$ cat config.mk
export PLATFORM = sky130hd
export DESIGN_NAME = serial_sub_ctrl
export DESIGN_NICKNAME = d
export VERILOG_FILES = /design/src/rtl/serial_sub_ctrl.sv
export SDC_FILE = /design/constraint.sdc
export NUM_CORES = 1
export LEC_CHECK = 0
export ABC_CLOCK_PERIOD_IN_PS = 4000
export CAP_MARGIN = 0
export CORE_UTILIZATION = 40
export CTS_CLUSTER_DIAMETER = 50
export DETAILED_ROUTE_END_ITERATION = 6
export DONT_BUFFER_PORTS = 1
export SKIP_LAST_GASP = 1
export SLEW_MARGIN = 0
export SYNTH_ARGS = -nofsm -noshare
export SYNTH_HDL_FRONTEND = slang
export SYNTH_HIERARCHICAL = 1
export SYNTH_SLANG_ARGS = --single-unit
$ cat constraint.sdc
create_clock -name clk -period 4 [get_ports clk]
set_clock_uncertainty 0.1 [all_clocks]
set_input_delay 0.4 -clock clk [delete_from_list [all_inputs] [get_ports clk]]
set_output_delay 0.4 -clock clk [all_outputs]
set_load 0.02 [all_outputs]
$ cat src/rtl/serial_sub_ctrl.sv
// Bit-serial subtractor: a single full_sub cell is stepped LSB-first over WIDTH
// clocks, with the running borrow kept in a register between bit-slices.

module full_sub (
  input  logic a,
  input  logic b,
  input  logic bin,
  output logic diff,
  output logic borr
);
  assign diff = a ^ b ^ bin;
  assign borr = (~a & b) | (~(a ^ b) & bin);
endmodule

module serial_sub_ctrl #(
  parameter int WIDTH = 8
) (
  input  logic             clk,
  input  logic             rst,
  input  logic             start,
  input  logic [WIDTH-1:0] a,
  input  logic [WIDTH-1:0] b,
  input  logic             bin,
  output logic             busy,
  output logic             done,
  output logic [WIDTH-1:0] diff,
  output logic             borr,
  output logic             ovf
);
  localparam int CW = $clog2(WIDTH + 1);

  typedef enum logic [1:0] {IDLE, RUN, DONE} state_t;

  state_t           state_q;
  logic [WIDTH-1:0] aSh_q, bSh_q, res_q, res_d, diff_q;
  logic [CW-1:0]    cnt_q;
  logic             brw_q, busy_q, done_q, borr_q, ovf_q;
  logic             cellDiff, cellBorr, lastBit;

  full_sub uCell (
    .a    (aSh_q[0]),
    .b    (bSh_q[0]),
    .bin  (brw_q),
    .diff (cellDiff),
    .borr (cellBorr)
  );

  assign lastBit = (cnt_q == CW'(WIDTH - 1));

  // Result bits enter at the MSB so that after WIDTH shifts the LSB lands in bit 0.
  if (WIDTH == 1) begin : gNarrow
    assign res_d = cellDiff;
  end else begin : gWide
    assign res_d = {cellDiff, res_q[WIDTH-1:1]};
  end

  always_ff @(posedge clk) begin
    if (rst) begin
      state_q <= IDLE;
      aSh_q   <= '0;
      bSh_q   <= '0;
      res_q   <= '0;
      cnt_q   <= '0;
      brw_q   <= 1'b0;
      busy_q  <= 1'b0;
      done_q  <= 1'b0;
      diff_q  <= '0;
      borr_q  <= 1'b0;
      ovf_q   <= 1'b0;
    end else begin
      case (state_q)
        IDLE, DONE: begin
          done_q <= 1'b0;
          if (start) begin
            aSh_q   <= a;
            bSh_q   <= b;
            brw_q   <= bin;
            res_q   <= '0;
            cnt_q   <= '0;
            busy_q  <= 1'b1;
            state_q <= RUN;
          end else begin
            state_q <= IDLE;
          end
        end
        RUN: begin
          aSh_q <= aSh_q >> 1;
          bSh_q <= bSh_q >> 1;
          brw_q <= cellBorr;
          res_q <= res_d;
          cnt_q <= cnt_q + CW'(1);
          // On the last slice the operand LSBs are the original sign bits.
          if (lastBit) begin
            diff_q  <= res_d;
            borr_q  <= cellBorr;
            ovf_q   <= (aSh_q[0] != bSh_q[0]) && (cellDiff != aSh_q[0]);
            busy_q  <= 1'b0;
            done_q  <= 1'b1;
            state_q <= DONE;
          end
        end
        default: begin
          state_q <= IDLE;
          busy_q  <= 1'b0;
          done_q  <= 1'b0;
        end
      endcase
    end
  end

  assign busy = busy_q;
  assign done = done_q;
  assign diff = diff_q;
  assign borr = borr_q;
  assign ovf  = ovf_q;
endmodule

# Yosys cells after proc, flatten, opt, wreduce, memory -nomap -nowiden
# Index checks and enable logic that the tools add are counted.
classes:
  addsub: 1
  bitwise: 8
  n_eq_ne: 7
  n_reduce_logical: 8
  n_mux: 16
ops:
  columns: ["operator", "count"]
  rows:
  - ["$pmux W8 S2", 3]
  - ["$mux W8", 3]
  - ["$pmux W4 S2", 1]
  - ["$reduce_and A2 Y1", 3]
  - ["$add A4 B1 Y4 const B", 1]
  - ["$eq A4 B3 Y1 const B", 1]
  - ["$mux W1", 4]
  - ["$mux W4", 1]
  - ["$ne A2 B2 Y1 const B", 2]
  - ["$pmux W1 S2", 2]
  - ["$pmux W2 S2", 1]
  - ["$reduce_or A2 Y1", 2]
  - ["$not A1 Y1", 3]
  - ["$and A1 B1 Y1", 2]
  - ["$eq A2 B1 Y1 const B", 1]
  - ["$eq A2 B2 Y1 const B", 1]
  - ["$logic_not A2 Y1", 1]
  - ["$mux W2", 1]
  - ["$ne A1 B1 Y1", 2]
  - ["$reduce_bool A2 Y1", 1]
  - ["$xor A1 B1 Y1", 2]
  - ["$logic_and A1 B1 Y1", 1]
  - ["$or A1 B1 Y1", 1]
word_totals:
  ff_bits: 43

# Logic depth before layout (Yosys ltp)
# Gate-level depths: netlist of the first run.
logic_depth:
  ltp_word: 5
  ltp_mapped: 5
  mapped_depth_nobuf: 5

# Cells and area by module
# Netlist of the first run, hierarchy kept.
by_module_without_submodules:
  columns: ["mod", "cells_per_inst", "area_per_inst_um2", "instances", "seq_area_each_um2"]
  rows:
  - ["serial_sub_ctrl", 194, 1672.9, 1, 840.8]
  - ["full_sub", 4, 31.3, 1, 0.0]

# Worst setup path after synthesis of the first run
# No wires, ideal clock.
synth_timing:
  path_kind: "register to register"
  from: "register bSh_q[0]"
  to: "register ovf_q (netlist: ovf)"
  t_arrival_ns: 1.354
  setup_slack_ns: 2.456
  path_stages_with_launch: 6
  setup_ns: 0.091
  path_buffers: 0
  synth_period_minus_slack_ns: 1.544
  required_ns: 3.809
  cell_sequence: "dfxtp_1 inv_1 fa_1 and3b_1 a21oi_1 a311oi_1"
synth_between:
  elab_chain_len: 4
  elab_cells_between_ends: 5
  cone_classes: "eq/ne (2); bitwise (2); reduce/logical (1)"
synth_lines:
  columns: ["element", "line_no", "text"]
  rows:
  - ["start: declaration", "35", "logic [WIDTH-1:0] aSh_q, bSh_q, res_q, res_d, diff_q;"]
  - ["start signal: assignment", "88", "bSh_q <= bSh_q >> 1;"]
  - ["$xor A1 B1 Y1 (2 in series)", "11", "assign diff = a ^ b ^ bin;"]
  - ["named net cellDiff", "38", "logic cellDiff, cellBorr, lastBit;"]
  - ["$ne A1 B1 Y1", "96", "ovf_q <= (aSh_q[0] != bSh_q[0]) && (cellDiff != aSh_q[0]);"]
  - ["$logic_and A1 B1 Y1", "96", null]
  - ["end signal: assignment", "96", null]
  - ["end: declaration", "37", "logic brw_q, busy_q, done_q, borr_q, ovf_q;"]
# The timed path passes the listed nets, and every way through them passes these cells.
# A chain may end at the register's enable or synchronous reset.

# Worst setup path after layout of the first run
layout_timing:
  from: "register state_q[0]"
  to: "register cnt_q[3]"
layout_between:
  elab_chain_len: 4
  elab_cells_between_ends: 8
  cone_classes: "eq/ne (3); mux (1); reduce/logical (4)"
layout_lines:
  columns: ["element", "line_no", "text"]
  rows:
  - ["start: declaration", "34", "state_t state_q;"]
  - ["start signal: assignment", "59", "state_q <= IDLE;"]
  - ["start signal: assignment", "81", "state_q <= RUN;"]
  - ["start signal: assignment", "83", "state_q <= IDLE;"]
  - ["$eq A2 B2 Y1 / $logic_not A2 Y1 (equally long branches)", "71", "case (state_q)"]
  - ["$reduce_or A2 Y1", "71", null]
  - ["$ne A2 B2 Y1 (no line) / $reduce_bool A2 Y1 (equally long branches)", null, null]
  - ["$reduce_and A2 Y1 (no line)", null, null]
  - ["end signal: assignment", "91", "cnt_q <= cnt_q + CW'(1);"]
  - ["end: declaration", "36", "logic [CW-1:0] cnt_q;"]
# Parallel ways exist; a longest one is shown, timed or not.

==> results of run 1 <==
==> stage by stage <==
stage                     area, µm²  power (mW)  std cells  util [%]  hold slack (ns)
after floorplan                1700       0.519        198         -            0.344
after global placement         1690       0.521        231      41.7            0.348
after detailed placement       1690       0.524        231      41.7            0.353
after CTS                      1800       0.837        239      44.4           0.0593
after global routing           1800       0.869        239      44.4           0.0488
final                          1800       0.827        239      44.4           0.0637
==> logic make-up (layout without fill, tap and decap cells) <==
| logic type | Yosys count | count (layout) | synth area share, % |
|---|---|---|---|
| flip-flops | 42 | 42 | 49.3 |
| adder cells (fa/ha/maj) | 2 | 2 | 1.91 |
| AO/OA/AOI/OAI | 67 | 67 | 22.4 |
| multiplexers | 2 | 2 | 1.32 |
| buffers and inverters | 23 | 14 | 6.46 |
| AND/OR/NAND/NOR | 62 | 62 | 18.6 |
==> power by group <==
group          switching [mW]  internal [mW]
registers              0.0114          0.434
clock network           0.139          0.174
logic                  0.0447         0.0240
==> cell usage in the layout (no fill, tap or decap) <==
cell / instances
dfxtp_1: 42
a21oi_1: 40
nand3_1: 35
a22oi_1: 15
nand2_1: 10
o21ai_0: 9
clkbuf_8: 8
nor2_1: 4
nand2b_1: 3
buf_4: 3
inv_1: 3
mux2_1: 2
nand3b_1: 2
and3b_1: 2
nor3_1: 2
and2b_1: 1
nor2b_1: 1
nor3b_1: 1
nand4_1: 1
o21bai_1: 1
a311oi_1: 1
a211oi_1: 1
ha_1: 1
fa_1: 1
==> worst max-delay path: stages, from the launching register on <==
cell     delay [ns]
dfxtp_1        0.38
and2b_1        0.70
buf_4          0.31
nand4_1        0.13
mux2_1         0.32
==> registers in the layout, summed over array words and instances (netlist names) <==
register	cells
aSh_q	8
state_q	2
borr	1
busy	1
ovf	1
brw_q	1
diff	8
bSh_q	8
cnt_q	4
res_q	7
done	1
==> layer usage <==
metal | wire (µm) | up-vias
met5 | 0 | -
li1 | - | 687
met4 | 63 | 0
met2 | 1680 | 30
met3 | 178 | 7
met1 | 1610 | 653
==> area by class of cell <==
cell class                 count  share of cell area (%)
tap                           50                    3.47
clock buffer                   8                    6.12
timing repair buffer           3                    1.25
sequential                    42                    46.7
multi-input combinational    133                    41.8
inverter                       3                   0.625
==> final timing paths <==
kind / end / startpoint / slack, ns / cells after the start
max: cnt_q[3]$_SDFFE_PP0P_ / state_q[0]$_SDFFE_PP0P_ / 1.94 / 4
min reg2reg: res_q[2]$_SDFFE_PP0P_ / res_q[3]$_SDFFE_PP0P_ / 0.36 / 2
min: diff[7]$_SDFFE_PP0P_ / rst / 0.06 / 1
max reg2reg: cnt_q[3]$_SDFFE_PP0P_ / state_q[0]$_SDFFE_PP0P_ / 1.94 / 4
==> run metrics, run 1 <==
status finished clean; met3 GRT Util 4.73%; fillers 396; Worst-path clk slew about 0.08 ns; share of cells above drive strength 1 between 5 and 6%; top post-synthesis cells by count dfxtp_1, a21oi_1, nand3_1; Vias per Instance approximately 5.8; endpoints failing setup 0; Core ar. 0.00406 mm²; Mapped Nets 220; vias in the first global route 1344; I/O Buffers 0; sequential area share after synthesis 49.3%; die height 67.3 µm; EDFF count, synth 0; CTS Hold Buffers Added 0; Netlist cell types 25; DRC 0; Post-CTS Setup Repair Bufs 0; clock root buffer clkbuf_8; drt wl/cell 14.7 µm; DIE WIDTH 67.3 µm; Ports 32; Ant. Diodes 0; CP Capture Type register; Avg Inst Size Synth 8.61 µm²; global-route met1 utilization between 20% and 30%; Seq cells post-synth 42; worst slack, placed 1.99 ns; DR pass1 iterations 4; final hold vios 0; CP required between 4 and 5 ns; Setup TNS 0 ns; cell row count 23; Yosys top cell area share 49.3%; most common cell in the synthesized netlist dfxtp_1; YS warnings 6; largest net degree at the start of global routing 44; gr busiest metal met2; GP Congestion 0.775; DR vias 1377; CTS tree done; Synth Flop Type dfxtp_1; cells after synthesis 198; clk_lat worst skew approximately 0.29 ns; Static Leak slightly above 0.6 nW; Tmin final approximately 2.1 ns; Synth area leaders dfxtp_1, a21oi_1, nand3_1, a22oi_1, buf_2; unrepaired setup endpoints after global routing false; multi-input logic area roughly 750 µm²; FF/Latch Area around 840 µm²; Slew Limit Headroom 34.1%; grt total ovfl 0; peak supply drop 0.000238 V; final net count 210; Die ar. ~0.0045 mm²; Slew @ Worst Pin 0.989 ns; final setup margin ~1.9 ns; synthesis-to-layout area growth 5.65%; dpl hpwl 2.25 mm; clock sink total 42; met2 usage approximately 30%; Worst setup SP type register; Hold Path Class in2reg; fmax 485 MHz; period utilization 51.6%; Post-synth ARST share 0%; worst-path fanout max 27; initial antenna violation count 0; GRT Overall Usage 17.9%; Synth area leader dfxtp_1; Max Root-Sink Buffers 2; Final ANT Viol Nets 0; final WL 3.52 mm; Setup CP Type reg2reg; drt first-iter violations 68; Data arrival, critical path 2.14 ns; power per cell area 459 mW/mm²; global-route wire length before repair 5.97 mm; CTS Buf Count 5; PostCTS Resize Cnt 0; Initial Utilization 42.0%; # H-tree levels 2; synthesized cell area 0.00170 mm²; max-cap violations 0; final max-slew violation count 0
No activity file was read; power rests on OpenSTA's default activity.
==> run 2, diff against run 1 <==
--- a/config.mk
+++ b/config.mk
@@ -5,7 +5,7 @@
 export SDC_FILE = /design/constraint.sdc
 export NUM_CORES = 1
 export LEC_CHECK = 0
-export ABC_CLOCK_PERIOD_IN_PS = 4000
+export ABC_CLOCK_PERIOD_IN_PS = 1700
 export CAP_MARGIN = 0
 export CORE_UTILIZATION = 40
 export CTS_CLUSTER_DIAMETER = 50
==> constraint.sdc (replaced) <==
create_clock -name clk -period 1.7 [get_ports clk]
set_clock_uncertainty 0.1 [all_clocks]
set_input_delay 0.17 -clock clk [delete_from_list [all_inputs] [get_ports clk]]
set_output_delay 0.17 -clock clk [all_outputs]
set_load 0.02 [all_outputs]
==> run metrics, run 2 (same netlist as run 1, synthesis figures left out) <==
worst-path cell chain inv_1 -> fa_1 -> and3b_1 -> a21oi_1 -> a311oi_1 (was and2b_1 -> buf_4 -> nand4_1 -> mux2_1); Setup CP Type reg2reg (unchanged); final core utilization 50.0% (was 44.4%); Ports 32 (unchanged); Worst setup SP type register (unchanged); worst-path fanout max 4 (was 27); Worst Hold End cnt_q[3]$_SDFFE_PP0P_ (was diff[7]$_SDFFE_PP0P_); R2R setup slack 0.10 ns (was 1.94 ns); worst stage delay on the critical path 0.54 ns (was 0.70 ns); global-route wire length before repair 6.13 mm (was 5.97 mm); final net count 236 (was 210); placed inst area 0.00174 mm² (was 0.00169 mm²); Core ar. 0.00406 mm² (unchanged); period utilization 93.8% (was 51.6%); GRT Overall Usage 18.2% (was 17.9%); CP required 1.80 ns (was 4.08 ns); initial antenna violation count 0 (unchanged); final setup margin 0.105 ns (was 1.94 ns); CTS Buf Count 5 (unchanged); Vias per Instance 5.67 (was 5.76); Setup TNS 0 ns (unchanged); Initial Utilization 42.0% (unchanged); DR vias 1503 (was 1377); largest net degree at the start of global routing 42 (was 44); clock root buffer clkbuf_8 (unchanged); dpl hpwl 2.40 mm (was 2.25 mm); status finished clean (unchanged); Tmin final 1.60 ns (was 2.06 ns); # H-tree levels 2 (unchanged); vias in the first global route 1386 (was 1344); Die ar. 0.00453 mm² (unchanged); worst slack, placed 0.0763 ns (was 1.99 ns); drt first-iter violations 68 (unchanged); final WL 3.84 mm (was 3.52 mm); most frequent cells in the layout dfxtp_1, a21oi_1, nand3_1, dlygate4sd3_1, a22oi_1 (was dfxtp_1, a21oi_1, nand3_1, a22oi_1, nand2_1); grt total ovfl 0 (unchanged); unrepaired setup endpoints after global routing false (unchanged); GP Congestion 0.710 (was 0.775); endpoints failing setup 0 (unchanged); cell row count 23 (unchanged); synthesis-to-layout area growth 19.0% (was 5.65%); slowest CP cell fa_1 (was and2b_1); fmax 627 MHz (was 485 MHz); Hold Crit Start rst (unchanged); Slew Limit Headroom 71.5% (was 34.1%); clock sink total 42 (unchanged); final total power 1.91 mW (was 827 µW); final max-slew violation count 0 (unchanged); Final ANT Viol Nets 0 (unchanged); Slew @ Worst Pin 0.426 ns (was 0.989 ns); DR pass1 iterations 4 (unchanged); I/O Buffers 0 (unchanged); Hold Path Class in2reg (unchanged); share of cells above drive strength 1 9.30% (was 5.82%); CTS tree done (unchanged); clk_lat worst skew 0.29 ns (about the same); Ant. Diodes 0 (unchanged); fillers 377 (was 396); DIE WIDTH 67.3 µm (unchanged); final non-filler cell area 0.00203 mm² (was 0.00180 mm²); die height 67.3 µm (unchanged); power per cell area 941 mW/mm² (was 459 mW/mm²); CP Capture Type register (unchanged); peak supply drop 0.000526 V (was 0.000238 V); DRC 0 (unchanged); FF-to-FF End ovf$_SDFFE_PP0P_ (was cnt_q[3]$_SDFFE_PP0P_); RR Startpoint bSh_q[0]$_SDFFE_PP0P_ (was state_q[0]$_SDFFE_PP0P_); most common cell after layout, fill and taps aside dfxtp_1 (unchanged); Worst-path clk slew 0.08 ns (about the same); Data arrival, critical path 1.69 ns (was 2.14 ns); R2R cell count 5 (was 4); drt wl/cell 14.5 µm (was 14.7 µm); Max Root-Sink Buffers 2 (unchanged); hold path cells 2 (was 1); final hold vios 0 (unchanged); Static Leak 0.711 nW (was 0.603 nW); max-cap violations 0 (unchanged)
[run 2: cell count changes in the layout (fill, tap and decap cells not counted), sizes merged]
cell | previous run | this run
buf | 3 | 12
dlygate4sd3 | 0 | 17
clkbuf | 8 | 6
clkinv | 0 | 2
[run 2: repair_timing]
item,CTS,global route
gates resized for setup,0,1
endpoints found under the setup margin,0,1
setup buffers,0,2
hold buffers,18,0
hold endpoints to repair,41,0
[run 2: per-layer routing]
metal	track usage (%)	wire length, µm	up-vias
met1	21.8	1750	719
met5	0	0	-
li1	-	-	739
met4	4.79	27	0
met3	5.74	188	4
met2	31.4	1870	41
[run 2: worst max-delay path by stage]
| stage | start | end | cells past startpoint |
|---|---|---|---|
| floorplan | bSh_q[0]$_SDFFE_PP0P_ | ovf$_SDFFE_PP0P_ | 5 |
| global placement | bSh_q[0]$_SDFFE_PP0P_ | ovf$_SDFFE_PP0P_ | 5 |
| detailed placement | bSh_q[0]$_SDFFE_PP0P_ | ovf$_SDFFE_PP0P_ | 5 |
| CTS | bSh_q[0]$_SDFFE_PP0P_ | ovf$_SDFFE_PP0P_ | 5 |
| global route | bSh_q[0]$_SDFFE_PP0P_ | ovf$_SDFFE_PP0P_ | 5 |
| finish | bSh_q[0]$_SDFFE_PP0P_ | ovf$_SDFFE_PP0P_ | 5 |
[run 2: worst max-delay path, delay by kind of cell (launching register included)]
kind            cells  cell delay, ns
fa+ha+maj           1            0.54
flops               1            0.36
compound gates      2            0.28
simple gates        1            0.17
buf+inv             1            0.06
[run 2: layout make-up]
type | count | area [µm²] | area share, %
Clock buffer | 6 | 72.6 | 3.58
Timing Repair Buffer | 29 | 273 | 13.4
Clock inverter | 2 | 13.8 | 0.679
Tap cell | 50 | 62.6 | 3.08
Sequential cell | 42 | 842 | 41.5
Inverter | 3 | 11.3 | 0.555
Multi-Input combinational cell | 133 | 753 | 37.1
[run 2: per-stage QoR]
stage	hold slack, ns	cells
2_1_floorplan	0.206	198
3_3_place_gp	0.143	237
3_5_place_dp	0.146	237
4_1_cts	0.0105	263
5_1_grt	0.0235	265
6_report	0.0143	265
[run 2: power breakdown]
group / total [mW] / internal [mW] / switching (mW)
Combinational: 0.247 / 0.110 / 0.136
Clock: 0.614 / 0.290 / 0.324
Sequential: 1.05 / 1.02 / 0.0274
Total: 1.91 / 1.42 / 0.488
==> run 3, diff against run 2 <==
--- a/config.mk
+++ b/config.mk
@@ -7,10 +7,12 @@
 export LEC_CHECK = 0
 export ABC_CLOCK_PERIOD_IN_PS = 1700
 export CAP_MARGIN = 0
+export CORE_MARGIN = 2
 export CORE_UTILIZATION = 40
 export CTS_CLUSTER_DIAMETER = 50
 export DETAILED_ROUTE_END_ITERATION = 6
 export DONT_BUFFER_PORTS = 1
+export REMOVE_ABC_BUFFERS = 1
 export SKIP_LAST_GASP = 1
 export SLEW_MARGIN = 0
 export SYNTH_ARGS = -nofsm -noshare
==> constraint.sdc (replaced) <==
create_clock -name clk -period 1.7 [get_ports clk]
set_clock_uncertainty 0.1 [all_clocks]
set_input_delay 0.34 -clock clk [delete_from_list [all_inputs] [get_ports clk]]
set_output_delay 0.34 -clock clk [all_outputs]
set_load 0.02 [all_outputs]
==> run metrics, run 3 (same netlist as run 1, synthesis figures left out) <==
worst-path fanout max 4 (unchanged); grt total ovfl 0 (unchanged); drt first-iter violations 127 (was 68); Max Root-Sink Buffers 2 (unchanged); peak supply drop 0.000521 V (was 0.000526 V); final setup margin 0.0926 ns (was 0.105 ns); power per cell area 1020 mW/mm² (was 941 mW/mm²); DRC 0 (unchanged); Setup CP Type reg2reg (unchanged); worst slack, placed 0.0718 ns (was 0.0763 ns); endpoints failing setup 0 (unchanged); Vias per Instance 5.79 (was 5.67); Ant. Diodes 0 (unchanged); unrepaired setup endpoints after global routing false (unchanged); clk_lat worst skew 0.29 ns (about the same); DR pass1 iterations 4 (unchanged); Slew @ Worst Pin 0.744 ns (was 0.426 ns); DR vias 1413 (was 1503); final core utilization 45.1% (was 50.0%); CTS tree done (unchanged); # H-tree levels 2 (unchanged); GRT Overall Usage 15.1% (was 18.2%); dpl hpwl 2.23 mm (was 2.40 mm); final max-slew violation count 0 (unchanged); Initial Utilization 42.0% (unchanged); Static Leak 0.621 nW (was 0.711 nW); fmax 622 MHz (was 627 MHz); drt wl/cell 15.2 µm (was 14.5 µm); final non-filler cell area 0.00183 mm² (was 0.00203 mm²); most frequent cells in the layout dfxtp_1, a21oi_1, nand3_1, a22oi_1, nand2_1 (was dfxtp_1, a21oi_1, nand3_1, dlygate4sd3_1, a22oi_1); cell row count 23 (unchanged); FF-to-FF End ovf$_SDFFE_PP0P_ (unchanged); Tmin final 1.61 ns (was 1.60 ns); CP required 1.81 ns (was 1.80 ns); status finished clean (unchanged); Core ar. 0.00406 mm² (unchanged); share of cells above drive strength 1 7.73% (was 9.30%); CP Capture Type register (unchanged); Slew Limit Headroom 50.2% (was 71.5%); crit path launch bSh_q[0]$_SDFFE_PP0P_ (unchanged); max-cap violations 0 (unchanged); GP Congestion 0.708 (was 0.710); Ports 32 (unchanged); final WL 3.72 mm (was 3.84 mm); CTS Buf Count 5 (unchanged); die height 69.3 µm (was 67.3 µm); global-route wire length before repair 5.93 mm (was 6.13 mm); fillers 399 (was 377); most common cell after layout, fill and taps aside dfxtp_1 (unchanged); Final ANT Viol Nets 0 (unchanged); Worst-path clk slew 0.07 ns (was 0.08 ns); period utilization 94.6% (was 93.8%); largest net degree at the start of global routing 44 (was 42); RR Startpoint bSh_q[0]$_SDFFE_PP0P_ (unchanged); Hold Path Class in2reg (unchanged); Data arrival, critical path 1.71 ns (was 1.69 ns); Worst setup SP type register (unchanged); I/O Buffers 0 (unchanged); clock sink total 42 (unchanged); synthesis-to-layout area growth 7.49% (was 19.0%); CP Capture Point ovf$_SDFFE_PP0P_ (unchanged); placed inst area 0.00172 mm² (was 0.00174 mm²); final hold slack 0.00379 ns (was 0.0143 ns); initial antenna violation count 0 (unchanged); final hold vios 0 (unchanged); DIE WIDTH 69.3 µm (was 67.3 µm); R2R cell count 5 (unchanged); vias in the first global route 1352 (was 1386); R2R setup slack 0.09 ns (was 0.10 ns); Die ar. 0.00480 mm² (was 0.00453 mm²); clock root buffer clkbuf_8 (unchanged); final net count 217 (was 236)
-- run 3: worst max-delay path: stages, from the launching register on --
cell	delay (ns)
dfxtp_2	0.35
inv_1	0.06
fa_1	0.56
and3b_1	0.17
a21oi_1	0.04
a311oi_1	0.25
-- run 3: layout make-up --
| type | count | area (µm²) | share of cell area, % |
|---|---|---|---|
| clock buffers | 6 | 82.6 | 4.51 |
| inverters | 3 | 11.3 | 0.615 |
| multi-input cells | 133 | 753 | 41.1 |
| flip-flops and latches | 42 | 842 | 46.0 |
| well taps | 50 | 62.6 | 3.42 |
| repair buffers | 10 | 80.1 | 4.37 |
-- run 3: routing by layer --
metal	wire (µm)	global-route usage, %	up-vias
met5	0	0	-
met4	32	4.14	0
met3	245	7.56	4
met2	1720	25.6	41
met1	1710	16.8	670
li1	-	-	698
-- run 3: power breakdown --
group          switching (mW)  internal [mW]  total [mW]
clock                   0.320          0.313       0.633
combinational           0.116         0.0669       0.183
sequential             0.0263           1.02        1.05
-- run 3: timing repair --
item,in CTS,in global routing
setup endpoints to repair,0,2
resized for setup,0,1
endpoints found under the hold margin,0,17
hold buffers,0,2
setup buffers,0,1
-- run 3: how the worst min path moves through the flow --
| stage | to | depth (start not counted) | from |
|---|---|---|---|
| 2_1_floorplan | aSh_q[0]$_SDFFE_PP0P_ | 1 | rst |
| 3_3_place_gp | bSh_q[2]$_SDFFE_PP0P_ | 1 | rst |
| 3_5_place_dp | bSh_q[3]$_SDFFE_PP0P_ | 1 | rst |
| 4_1_cts | bSh_q[7]$_SDFFE_PP0P_ | 1 | rst |
| 5_1_grt | busy$_SDFFE_PP0P_ | 1 | rst |
| 6_report | bSh_q[3]$_SDFFE_PP0P_ | 1 | rst |
-- run 3: per-stage QoR --
stage                     instances  power, mW  setup TNS, ns
after detailed placement        235       1.24              0
after global routing            244       1.94              0
final                           244       1.86              0
after floorplan                 178       1.18         -0.108
after CTS                       241       1.87              0
after global placement          235       1.23              0
